`src/rtl/pe_cube_sched.sv`:
```
// pe_cube_sched: sequences one pe_cube pass (clear, skewed pattern/strobe feed, drain, done).
// Ports: iClk/iRst (sync, active-high); iStart/iAbort commands; iCfgGroups/iCfgLeftShift
// latched on an accepted start; oBusy/oDone/oClearAcc status; oCfsInputPattern (3 bits per
// array), oCfsPassDataLeft, oCfsOutputLeftShift to the cube; oDataRd/oWeightRd/oWeightAddr feed.
module pe_cube_sched #(
  parameter int ARRAY_NUM = 3,
  parameter int GROUP_W = 4,
  parameter int ADDR_W = 6,
  parameter int DRAIN_CYCLES = 4
) (
  input  logic                     iClk,
  input  logic                     iRst,
  input  logic                     iStart,
  input  logic                     iAbort,
  input  logic [GROUP_W-1:0]       iCfgGroups,
  input  logic [4:0]               iCfgLeftShift,
  output logic                     oBusy,
  output logic                     oDone,
  output logic                     oClearAcc,
  output logic [3*ARRAY_NUM-1:0]   oCfsInputPattern,
  output logic [ARRAY_NUM-2:0]     oCfsPassDataLeft,
  output logic [4:0]               oCfsOutputLeftShift,
  output logic [ARRAY_NUM-1:0]     oDataRd,
  output logic                     oWeightRd,
  output logic [ADDR_W-1:0]        oWeightAddr
);
  localparam int CW = ADDR_W + GROUP_W + 8;
  localparam logic [2:0] P1 = 3'd0, P2 = 3'd1, P3 = 3'd3, P4 = 3'd2, P5 = 3'd6;
  typedef enum logic [2:0] {IDLE, CLEAR, RUN, DRAIN, DONE} state_t;
  state_t st, ns;
  logic [CW-1:0] cnt, nc, lane_len, run_len;
  logic [GROUP_W-1:0] groups;
  logic [4:0] shift;
  logic [3*ARRAY_NUM-1:0] pat_d;
  logic [ARRAY_NUM-1:0] act, ge2;
  assign lane_len = CW'(2) + CW'(3) * CW'(groups);
  assign run_len = lane_len + CW'(ARRAY_NUM - 1);
  assign oCfsOutputLeftShift = shift;
  always_comb begin
    ns = st;
    nc = '0;
    case (st)
      IDLE:  ns = iStart ? CLEAR : IDLE;
      CLEAR: ns = RUN;
      RUN: begin
        ns = cnt == run_len - CW'(1) ? DRAIN : RUN;
        nc = cnt == run_len - CW'(1) ? '0 : cnt + CW'(1);
      end
      DRAIN: begin
        ns = cnt == CW'(DRAIN_CYCLES - 1) ? DONE : DRAIN;
        nc = cnt == CW'(DRAIN_CYCLES - 1) ? '0 : cnt + CW'(1);
      end
      default: ns = IDLE;
    endcase
    if (iAbort) ns = IDLE;
  end
  // Outputs are derived from the next state so they register in step with the FSM.
  // Lane i runs i cycles behind lane 0; k is its local step index.
  for (genvar i = 0; i < ARRAY_NUM; i++) begin : g_lane
    logic [CW-1:0] k, m;
    assign k = nc - CW'(i);
    assign m = (k - CW'(2)) % CW'(3);
    assign act[i] = ns == RUN && nc >= CW'(i) && k < lane_len;
    assign ge2[i] = k >= CW'(2);
    assign pat_d[3*i +: 3] = !act[i] ? P3 : k == CW'(0) ? P1 : k == CW'(1) ? P2 :
                             m == CW'(0) ? P3 : m == CW'(1) ? P4 : P5;
  end
  always_ff @(posedge iClk) begin
    if (iRst) begin
      st <= IDLE;
      cnt <= '0;
      groups <= '0;
      shift <= '0;
      oBusy <= 1'b0;
      oDone <= 1'b0;
      oClearAcc <= 1'b0;
      oCfsInputPattern <= {ARRAY_NUM{P3}};
      oCfsPassDataLeft <= '0;
      oDataRd <= '0;
      oWeightRd <= 1'b0;
      oWeightAddr <= '0;
    end else begin
      st <= ns;
      cnt <= nc;
      if (ns == CLEAR) begin
        groups <= iCfgGroups;
        shift <= iCfgLeftShift;
      end
      oBusy <= ns != IDLE;
      oDone <= ns == DONE;
      oClearAcc <= ns == CLEAR;
      oCfsInputPattern <= pat_d;
      oCfsPassDataLeft <= act[ARRAY_NUM-1:1] & ge2[ARRAY_NUM-1:1];
      oDataRd <= act;
      oWeightRd <= ns == RUN;
      oWeightAddr <= ns == RUN ? nc[ADDR_W-1:0] : '0;
    end
  end
endmodule

```
`config.mk`:
```
export PLATFORM = sky130hd
export DESIGN_NAME = pe_cube_sched
export DESIGN_NICKNAME = d
export VERILOG_FILES = /design/src/rtl/pe_cube_sched.sv
export SDC_FILE = /design/constraint.sdc
export NUM_CORES = 1
export LEC_CHECK = 0
export ABC_CLOCK_PERIOD_IN_PS = 28400
export CAP_MARGIN = 0
export CORE_MARGIN = 1
export CORE_UTILIZATION = 35
export DETAILED_ROUTE_END_ITERATION = 6
export GPL_TIMING_DRIVEN = 0
export PLACE_DENSITY = 0.55
export SLEW_MARGIN = 20
export SYNTH_ARGS = -nofsm -noshare
export SYNTH_HDL_FRONTEND = slang
export SYNTH_SLANG_ARGS = --single-unit
export TNS_END_PERCENT = 100
```
`constraint.sdc`:
```
create_clock -name iClk -period 28.4 [get_ports iClk]
set_input_delay 4.26 -clock iClk [delete_from_list [all_inputs] [get_ports iClk]]
set_output_delay 4.26 -clock iClk [all_outputs]
set_load 0.02 [all_outputs]
```
[Yosys cells after proc, flatten, opt, wreduce, memory -nomap -nowiden]
Cells that the tools add are included.
Operators by class
  add/subtract/negate cells: 8
  multipliers: 1
  div/mod/pow operators: 3
  order comparisons: 8
  equality and inequality tests: 14
  multiplexer cells: 20
  bitwise gates (word level): 5
  reduce and logical (&&, ||, !) cells: 21
Operators with widths (count)
  == test 18 x 1 -> 1 bit (second input constant): 6
  zero test 18 bit: 6
  greater-or-equal comparator 18 x 2 -> 1 bit (second input constant): 3
  less-than comparator 18 x 7 -> 1 bit: 3
  modulo 18 x 2 -> 18 bit (second input constant): 3
  subtractor 18 x 2 -> 18 bit (second input constant): 3
  greater-or-equal comparator 18 x 1 -> 1 bit (second input constant): 2
  two-way mux 18 bit: 2
  case mux 18 bit (2 select lines): 1
  adder 18 x 1 -> 18 bit (second input constant): 1
  == test 18 bit: 1
  == test 18 x 2 -> 1 bit (second input constant): 1
  two-way mux 2 bit: 9
  subtractor 18 x 1 -> 18 bit (second input constant): 1
  two-way mux 3 bit: 5
  OR reduction 5 bit: 3
  case mux 3 bit (4 select lines): 1
  == test 3 x 2 -> 1 bit (second input constant): 3
  subtractor 8 x 1 -> 9 bit (second input constant): 1
  adder 7 x 2 -> 8 bit (second input constant): 1
  OR reduction 2 bit: 4
  adder 2 x 6 -> 7 bit (first input constant): 1
  == test 3 x 1 -> 1 bit (second input constant): 2
  logical AND 1 bit: 6
  other kinds (7): 11
Storage, ports and cells
  bits in registers: 54
  input bits: 13
  output and inout bits: 29

[Longest topological paths before layout]
Gate-level depths: netlist (run 1).
  depth in word-level cells: 15
  gate-level depth with buffers: 83

[Worst setup path after synthesis (run 1)]
OpenSTA, ideal clock, no wires.
  path type: register to register
  start: register groups[0]
  end: register oCfsInputPattern[6]
  library setup time: 0.058 ns
  data arrival time: 18.612 ns
  data required time: 28.342 ns
  path slack: 9.730 ns
  stages on the path, launching flop included: 76
  buffers on the path: 4
  period minus slack after synthesis: 18.670 ns
  path through: dfxtp_1 -> inv_1 -> ha_1 -> inv_1 -> ha_1 -> inv_1 -> fa_1 -> nand4bb_1 -> or4_1 -> o311a_1 -> a21oi_1 -> o21ai_2 -> buf_6 -> nand2_1 -> ha_1 -> clkinv_1 -> nor3_1 -> o21ba_2 -> (+40 left out) -> a2111oi_2 -> xnor2_1 -> ha_1 -> inv_1 -> o221a_2 -> o21ai_2 -> a311oi_4 -> xnor2_1 -> inv_1 -> ha_1 -> nor2_1 -> o21ai_0 -> nand2b_1 -> a2111oi_0 -> a311oi_1 -> o32ai_1 -> o21ai_1 -> nand2_1
On the way
  cells in the longest elaborated chain, start to end: 14
  elaborated cells on any way between the ends: 26
  classes of those cells: add/sub: 5; mul: 1; div: 1; order compare: 2; eq/ne: 3; mux: 8; bitwise: 1; reduce/logical: 5
Ends and longest elaborated chain
  from (decl): RTL line 32  | logic [GROUP_W-1:0] groups;
  from (signal assigned): RTL line 86  | groups <= iCfgGroups;
  multiplier 2 x 4 -> 6 bit *: RTL line 36  | assign lane_len = CW'(2) + CW'(3) * CW'(groups);
  adder 2 x 6 -> 7 bit *: RTL line 36
  adder 7 x 2 -> 8 bit: RTL line 37  | assign run_len = lane_len + CW'(ARRAY_NUM - 1);
  subtractor 8 x 1 -> 9 bit: RTL line 46, 47
  == test 18 bit: RTL line 46, 47
  two-way mux 18 bit: RTL line 47  | nc = cnt == run_len - CW'(1) ? '0 : cnt + CW'(1);
  case mux 18 bit (2 select lines): RTL line 42  | case (st)
  subtractor 18 x 2 -> 18 bit: RTL line 61  | assign k = nc - CW'(i);
  subtractor 18 x 2 -> 18 bit: RTL line 62  | assign m = (k - CW'(2)) % CW'(3);
  modulo 18 x 2 -> 18 bit: RTL line 62
  zero test 18 bit: RTL line 66  | m == CW'(0) ? P3 : m == CW'(1) ? P4 : P5;
  two-way mux 2 bit: RTL line 66
  two-way mux 2 bit (2 in a row): RTL line 65  | assign pat_d[3*i +: 3] = !act[i] ? P3 : k == CW'(0) ? P1 : k == CW'(1) ? P2 :
  to (signal assigned): RTL line 77  | oCfsInputPattern <= {ARRAY_NUM{P3}};
  to (signal assigned): RTL line 92  | oCfsInputPattern <= pat_d;
  to (decl): RTL line 20  | output logic [3*ARRAY_NUM-1:0] oCfsInputPattern,
Every way passes the cells marked *; elsewhere a longest branch is shown, timed or not.
A chain may end at the register's enable or synchronous reset.

[Worst setup path in the final report (run 1)]
Same ends and word-level chain as after synthesis.

==> impl_metrics.tcl, run 1 <==
set metrics [dict create \
    status "completed" \
    rsz0062_at_grt "no" \
    worst-r2r-cell-count 73 \
    post-place-ws_ns 4.74 \
    yosys.area_share.xor_xnor_pct 10.6 \
    wl_per_cell_um 20.9 \
    clock_latency_ns 0.32 \
    synth_nets 3341 \
    synthTopCellsByArea "xnor2_1 7.9%, nor2_1 5.8%, nand2_1 5.3%" \
    boundaryPins 42 \
    post-route-util_pct 38.4 \
    yosysTopAreaCell "xnor2_1" \
    path_max_fanout 17 \
    numClockSinks 54 \
    synth-edff-count 0 \
    grt_use_total_pct 26.1 \
    slew_violations 0 \
    place_area_um2 23700 \
    dpl.hpwl_um 69800 \
    async_flop_share_pct 0 \
    grt_pass1_vias 24400 \
    yosys_warnings 0 \
    synthAdderAreaFrac_pct 2.67 \
    drt_first_pass_iters 6 \
    fin_crit_sh_pct 84.5 \
    period_minus_slack_ns 24.00 \
    drc 0 \
    core-area_um2 62200 \
    die_x_um 254 \
    antenna_found_initial 0 \
    synth_top_cell_area_share_pct 7.93 \
    crit_path_max_incr_delay_ns 0.80 \
    synth-main-ff-cell "dfxtp_1" \
    syn_avg_cell_area_um2 6.76 \
    hp-start "oCfsOutputLeftShift[0]$_SDFFE_PP0P_" \
    crit_path_end "oCfsInputPattern[6]$_SDFF_PP1_" \
    htree_levels 2 \
    root_buffer "clkbuf_16" \
    irDropWorstVdd_uv 47.4 \
    skew_ns 0.00952 \
    regArea_um2 1080 \
    grt_max_degree 20 \
    critPathKind "reg -> reg" \
    ys_ff_latch 54 \
    fin_setup_tns_ns 0 \
    insertedDiodeCount 0 \
    vias_per_cell 6.44 \
    fmax_ghz 0.0417 \
    synth_area_um2 22200 \
    synth_top_family_by_area "compound AO/OA/AOI/OAI gates" \
    cts_buffers 5 \
    cts.reportedPaths.clkPinSlew_ns 0.08 \
    nFillCells 6862 \
    overflow 0 \
    design_area_um2 23900 \
    postCtsHoldBufs 0 \
    power.density_nw_per_um2 37.2 \
    vias 26800 \
    die_area_um2 64400 \
    cp.arrival_ns 24.27 \
    setup_viol 0 \
    hold_viol 0 \
    worst_slew_pin_slew_ns 1.08 \
    r2r-end "oCfsInputPattern[6]$_SDFF_PP1_" \
    r2r_slack_ns 4.40 \
    num_rows 91 \
    yosysSeqAreaShare_pct 4.87 \
    yosys-top-cells-count "341 x nor2_1, 311 x nand2_1, 201 x xnor2_1" \
    first_iter_violations 2685 \
    power_mw 0.887 \
    antenna_left 0 \
    crit_path_start "groups[0]$_SDFFE_PP0P_" \
    layout-drive-gt1-share_pct 9.03 \
    synthSimpleGateAreaFrac_pct 36.0 \
    grt_pass1_wl_um 137000 \
    reg2reg_from "groups[0]$_SDFFE_PP0P_" \
    multi_input_area_um2 20100 \
    cellLeakagePower_nw 8.15 \
    fin_nets 3390 \
    synth_compound_area_share_pct 36.9 \
    relSlewSlack_pct 26.0 \
    synth_cell_type_count 148 \
    final.setup.worst_slack_ns 4.40 \
    maxCapViolCount 0 \
    fp.dieH_um 254 \
    cts.repair.resized 0 \
    syn2layout_area_growth_pct 7.53 \
    end_kind "register" \
    start_util_pct 35.7 \
    cts_setup_buffers 0 \
    crit_path_start_kind "register" \
    wl_um 87100 \
    synthCells 3282 \
    gp_congestion 0.979 \
    yosysMostFrequentCell "nor2_1" \
    worst_path_max_delay_cell "a21oi_1" \
    hp-class "reg -> reg" \
    cts_tree "yes" \
    muxShareOfSynthArea_pct 4.34 \
    worst_ep_required_time_ns 28.67 \
    clockBufferDepth 2 \
    io_buffers 41 \
]
==> metrics by stage <==
stage	cells	hold WS (ns)
2_1_floorplan	3282	0.495
3_3_place_gp	4160	0.479
3_5_place_dp	4161	0.486
4_1_cts	4169	0.505
5_1_grt	4169	0.534
6_report	4169	0.503
==> flip-flops by register name (all words and copies together) (netlist names), 2 cells and up <==
register and flops:
oWeightAddr 6, oDataRd 3, oCfsInputPattern 9, st 3
cnt 18, groups 4, oCfsOutputLeftShift 5, oCfsPassDataLeft 2
==> cells in the final DEF (no fill, tap or decap), types with 41 or more instances in the layout <==
cell type | Yosys | routed
nor2_1 | 341 | 341
nand2_1 | 311 | 311
xnor2_1 | 201 | 197
a21oi_1 | 196 | 196
o21ai_0 | 158 | 158
nand3_1 | 146 | 146
nor3_1 | 139 | 139
clkbuf_1 | 71 | 71
nand4_1 | 67 | 67
mux2i_1 | 66 | 66
inv_1 | 64 | 64
o211ai_1 | 62 | 62
and2_1 | 61 | 61
a31oi_1 | 60 | 60
and3_1 | 58 | 58
a211oi_1 | 57 | 57
dfxtp_1 | 54 | 54
xor2_1 | 53 | 53
nor4_1 | 48 | 46
or3_1 | 46 | 46
ha_1 | 45 | 45
nand2b_1 | 41 | 41
clkdlybuf4s50_1 | 0 | 41
==> kinds of logic after synthesis <==
| logic type | after synthesis |
|---|---|
| mux | 92 |
| fa+ha+maj | 47 |
| compound gates | 1104 |
| xor+xnor | 261 |
| flops | 54 |
| buf+inv | 216 |
| simple gates | 1508 |
==> report_power, final <==
| part | switching (mW) | internal [mW] |
|---|---|---|
| Clock | 0.0361 | 0.0339 |
| Combinational | 0.447 | 0.293 |
| Sequential | 0.00100 | 0.0766 |
| Total | 0.484 | 0.403 |
==> critical path: cells and delay by family (launching register included) <==
kind            cells  cell delay [ns]
compound gates     29             9.28
simple gates       25             9.10
fa+ha+maj           6             1.88
buf+inv             8             1.24
mux                 3             1.23
flops               1             0.61
xor+xnor            2             0.54
==> final cells by class <==
| cell class | count | area share (%) |
|---|---|---|
| buffer | 146 | 3.23 |
| tap | 837 | 4.39 |
| timing repair buffer | 42 | 1.77 |
| multi-input combinational | 3012 | 84.3 |
| clock inverter | 3 | 0.121 |
| sequential | 54 | 4.53 |
| inverter | 70 | 1.10 |
| clock buffer | 5 | 0.524 |
==> metal layers <==
layer	part of all wire [%]	up-vias	wire, µm	global-route usage (%)
met3	6.1	195	5270	2.35
met1	44	12700	38300	34.4
met2	46	1088	40300	43.6
met5	0	-	0	0
met4	3.7	0	3200	9.83
li1	-	12800	-	-
==> worst min path at each step <==
stage / to / slack [ns] / depth (start not counted)
after floorplan: groups[3]$_SDFFE_PP0P_ / 0.49 / 2
after global routing: oCfsOutputLeftShift[3]$_SDFFE_PP0P_ / 0.53 / 2
after detailed placement: oCfsOutputLeftShift[0]$_SDFFE_PP0P_ / 0.49 / 2
final: oCfsOutputLeftShift[0]$_SDFFE_PP0P_ / 0.50 / 2
after CTS: oCfsOutputLeftShift[0]$_SDFFE_PP0P_ / 0.50 / 2
after global placement: oCfsOutputLeftShift[0]$_SDFFE_PP0P_ / 0.48 / 2
Note: power is estimated with default switching activity, not from simulation.
==> run 2: changes to the inputs <==
--- a/config.mk
+++ b/config.mk
@@ -5,7 +5,7 @@
 export SDC_FILE = /design/constraint.sdc
 export NUM_CORES = 1
 export LEC_CHECK = 0
-export ABC_CLOCK_PERIOD_IN_PS = 28400
+export ABC_CLOCK_PERIOD_IN_PS = 23000
 export CAP_MARGIN = 0
 export CORE_MARGIN = 1
 export CORE_UTILIZATION = 35
==> constraint.sdc (replaced) <==
create_clock -name iClk -period 23 [get_ports iClk]
set_input_delay 3.45 -clock iClk [delete_from_list [all_inputs] [get_ports iClk]]
set_output_delay 3.45 -clock iClk [all_outputs]
set_load 0.02 [all_outputs]
==> run 2 against run 1 <==
Net effect:
- critical path depth grew 2
- maximum frequency grew 11%
- clock power increased by 24%
- global-route usage hardly changed
- clock-buffer cell count did not move
- critical path type unchanged
- clock skew is essentially flat
- largest power group unchanged
- highest routed layer unchanged
- sequential power increased by 24%
- die area unchanged
- core utilization increased by 0.61 points
- design area grew 1.6%
- hold slack gained 0.0014 ns
- via count grew 0.60%
==> impl_metrics.tcl, run 2 (synthesized netlist as in run 1, its figures left out) <==
set metrics [dict create \
    status "completed" \
    antenna_found_initial 0 \
    final.setup.worst_slack_ns 1.30 \
    fp.dieH_um 254 \
    worst_slew_pin_slew_ns 1.14 \
    syn2layout_area_growth_pct 9.25 \
    cellLeakagePower_nw 8.31 \
    cts.reportedPaths.clkPinSlew_ns 0.09 \
    design_area_um2 24200 \
    whs_endpoint "oCfsOutputLeftShift[1]$_SDFFE_PP0P_" \
    die_area_um2 64400 \
    grtUsageMet2_pct 43.7 \
    grt_pass1_vias 24500 \
    r2r-end "oCfsInputPattern[6]$_SDFF_PP1_" \
    grt_pass1_wl_um 137000 \
    insertedDiodeCount 0 \
    globalRouteMet3Util_pct 2.35 \
    fin_nets 3395 \
    worst_ep_required_time_ns 23.27 \
    wl_per_cell_um 21.0 \
    final_common_cell "nor2_1" \
    power.density_nw_per_um2 45.9 \
    post-route-util_pct 39.0 \
    cts_buffers 5 \
    io_buffers 41 \
    reg2reg_from "groups[0]$_SDFFE_PP0P_" \
    boundaryPins 42 \
    critPathKind "reg -> reg" \
    worst_path_max_delay_cell "nor2_1" \
    drc 0 \
    crit_path_start_kind "register" \
    antenna_left 0 \
    whs_path_depth 2 \
    period_minus_slack_ns 21.70 \
    rsz0062_at_grt "no" \
    num_rows 91 \
    layout-drive-gt1-share_pct 10.5 \
    gp_congestion 0.979 \
    numClockSinks 54 \
    start_util_pct 35.7 \
    r2r_slack_ns 1.30 \
    grt_use_total_pct 26.1 \
    fin_setup_tns_ns 0 \
    post-place-ws_ns -0.663 \
    setup_viol 0 \
    clockBufferDepth 2 \
    core-area_um2 62200 \
    cts_tree "yes" \
    drt_first_pass_iters 6 \
    vias_per_cell 6.47 \
    regMostFlops "cnt" \
    root_buffer "clkbuf_16" \
    slew_violations 0 \
    reg_top3 "cnt (18), oCfsInputPattern (9), oWeightAddr (6)" \
    wl_um 87500 \
    clock_latency_ns 0.32 \
    postCtsHoldBufs 0 \
    hold_viol 0 \
    power_mw 1.11 \
    busiest_layer "met2" \
    die_x_um 254 \
    fmax_ghz 0.0461 \
    hp-start "oCfsOutputLeftShift[1]$_SDFFE_PP0P_" \
    grt_max_degree 20 \
    vias 27000 \
    cp.arrival_ns 21.97 \
    hp-class "reg -> reg" \
    place_area_um2 23700 \
    crit_path_max_incr_delay_ns 0.79 \
    relSlewSlack_pct 22.1 \
    irDropWorstVdd_uv 58.2 \
    overflow 0 \
    nFillCells 6843 \
    path_max_fanout 10 \
    largest_reg_flops 18 \
    dpl.hpwl_um 69800 \
    end_kind "register" \
    worst-r2r-cell-count 75 \
    fin_crit_sh_pct 94.4 \
    htree_levels 2 \
    final_cell_mix "335 x nor2_1, 310 x nand2_1, 195 x a21oi_1" \
    skew_ns 0.00925 \
    met1_usage_pct 34.4 \
    maxCapViolCount 0 \
    first_iter_violations 2606 \
]
[run 2: cell types whose count changed in the layout (fill, tap and decap cells not counted), sizes merged]
cell and delta:
buf +5
[run 2: power by group]
group / switching (mW) / internal [mW] / total [mW]
Sequential: 0.00125 / 0.0946 / 0.0959
Clock: 0.0451 / 0.0419 / 0.0869
Combinational: 0.556 / 0.373 / 0.929
[run 2: timing repair]
item | 4_1_cts | 5_1_grt
gates resized for setup | 3 | 64
pin swaps | 0 | 1
buffers inserted | 0 | 5
hold endpoints to repair | 0 | 0
endpoints found under the setup margin | 6 | 6
cloned | 0 | 0
[run 2: cell type report]
cell class / instances / area [µm²] / area share, %
clock inverters: 3 / 28.8 / 0.119
clock buffers: 5 / 125 / 0.516
flip-flops and latches: 54 / 1080 / 4.46
multi-input cells: 3012 / 20500 / 84.4
repair buffers: 47 / 459 / 1.89
inverters: 70 / 263 / 1.08
plain buffers: 146 / 773 / 3.19
well taps: 837 / 1050 / 4.32
[run 2: worst max-delay path by stage]
stage,startpoint,to,slack [ns],cells after the start
6_report,groups[0]$_SDFFE_PP0P_,oCfsInputPattern[6]$_SDFF_PP1_,1.30,75
3_3_place_gp,groups[0]$_SDFFE_PP0P_,oCfsInputPattern[6]$_SDFF_PP1_,-0.78,74
4_1_cts,groups[0]$_SDFFE_PP0P_,oCfsInputPattern[3]$_SDFF_PP1_,0.02,70
3_5_place_dp,groups[0]$_SDFFE_PP0P_,oCfsInputPattern[6]$_SDFF_PP1_,-0.66,73
5_1_grt,groups[0]$_SDFFE_PP0P_,oCfsInputPattern[0]$_SDFF_PP1_,0.02,71
2_1_floorplan,groups[0]$_SDFFE_PP0P_,oCfsInputPattern[6]$_SDFF_PP1_,4.33,75
[run 2: metal layers]
| layer | part of all wire [%] | wire (µm) | vias up |
|---|---|---|---|
| met2 | 46 | 40400 | 1117 |
| met5 | 0 | 0 | - |
| met4 | 3.9 | 3410 | 0 |
| met1 | 43 | 38000 | 12800 |
| met3 | 6.5 | 5710 | 215 |
| li1 | - | - | 12800 |
[run 2: stage by stage]
step	instances	hold slack, ns
after floorplan	3282	0.495
after global placement	4160	0.479
after detailed placement	4161	0.486
after CTS	4169	0.505
after global routing	4174	0.534
final	4174	0.505
[run 2: worst max-delay path: cells and delay by family (launching register included)]
kind | cells | cell delay [ns]
and+or+nand+nor | 23 | 7.95
buffers and inverters | 11 | 1.61
adders and majority gates | 6 | 1.81
muxes | 3 | 1.21
xor gates and xnor gates | 4 | 0.98
DFF | 1 | 0.49
AOI/OAI and AO/OA | 28 | 7.58
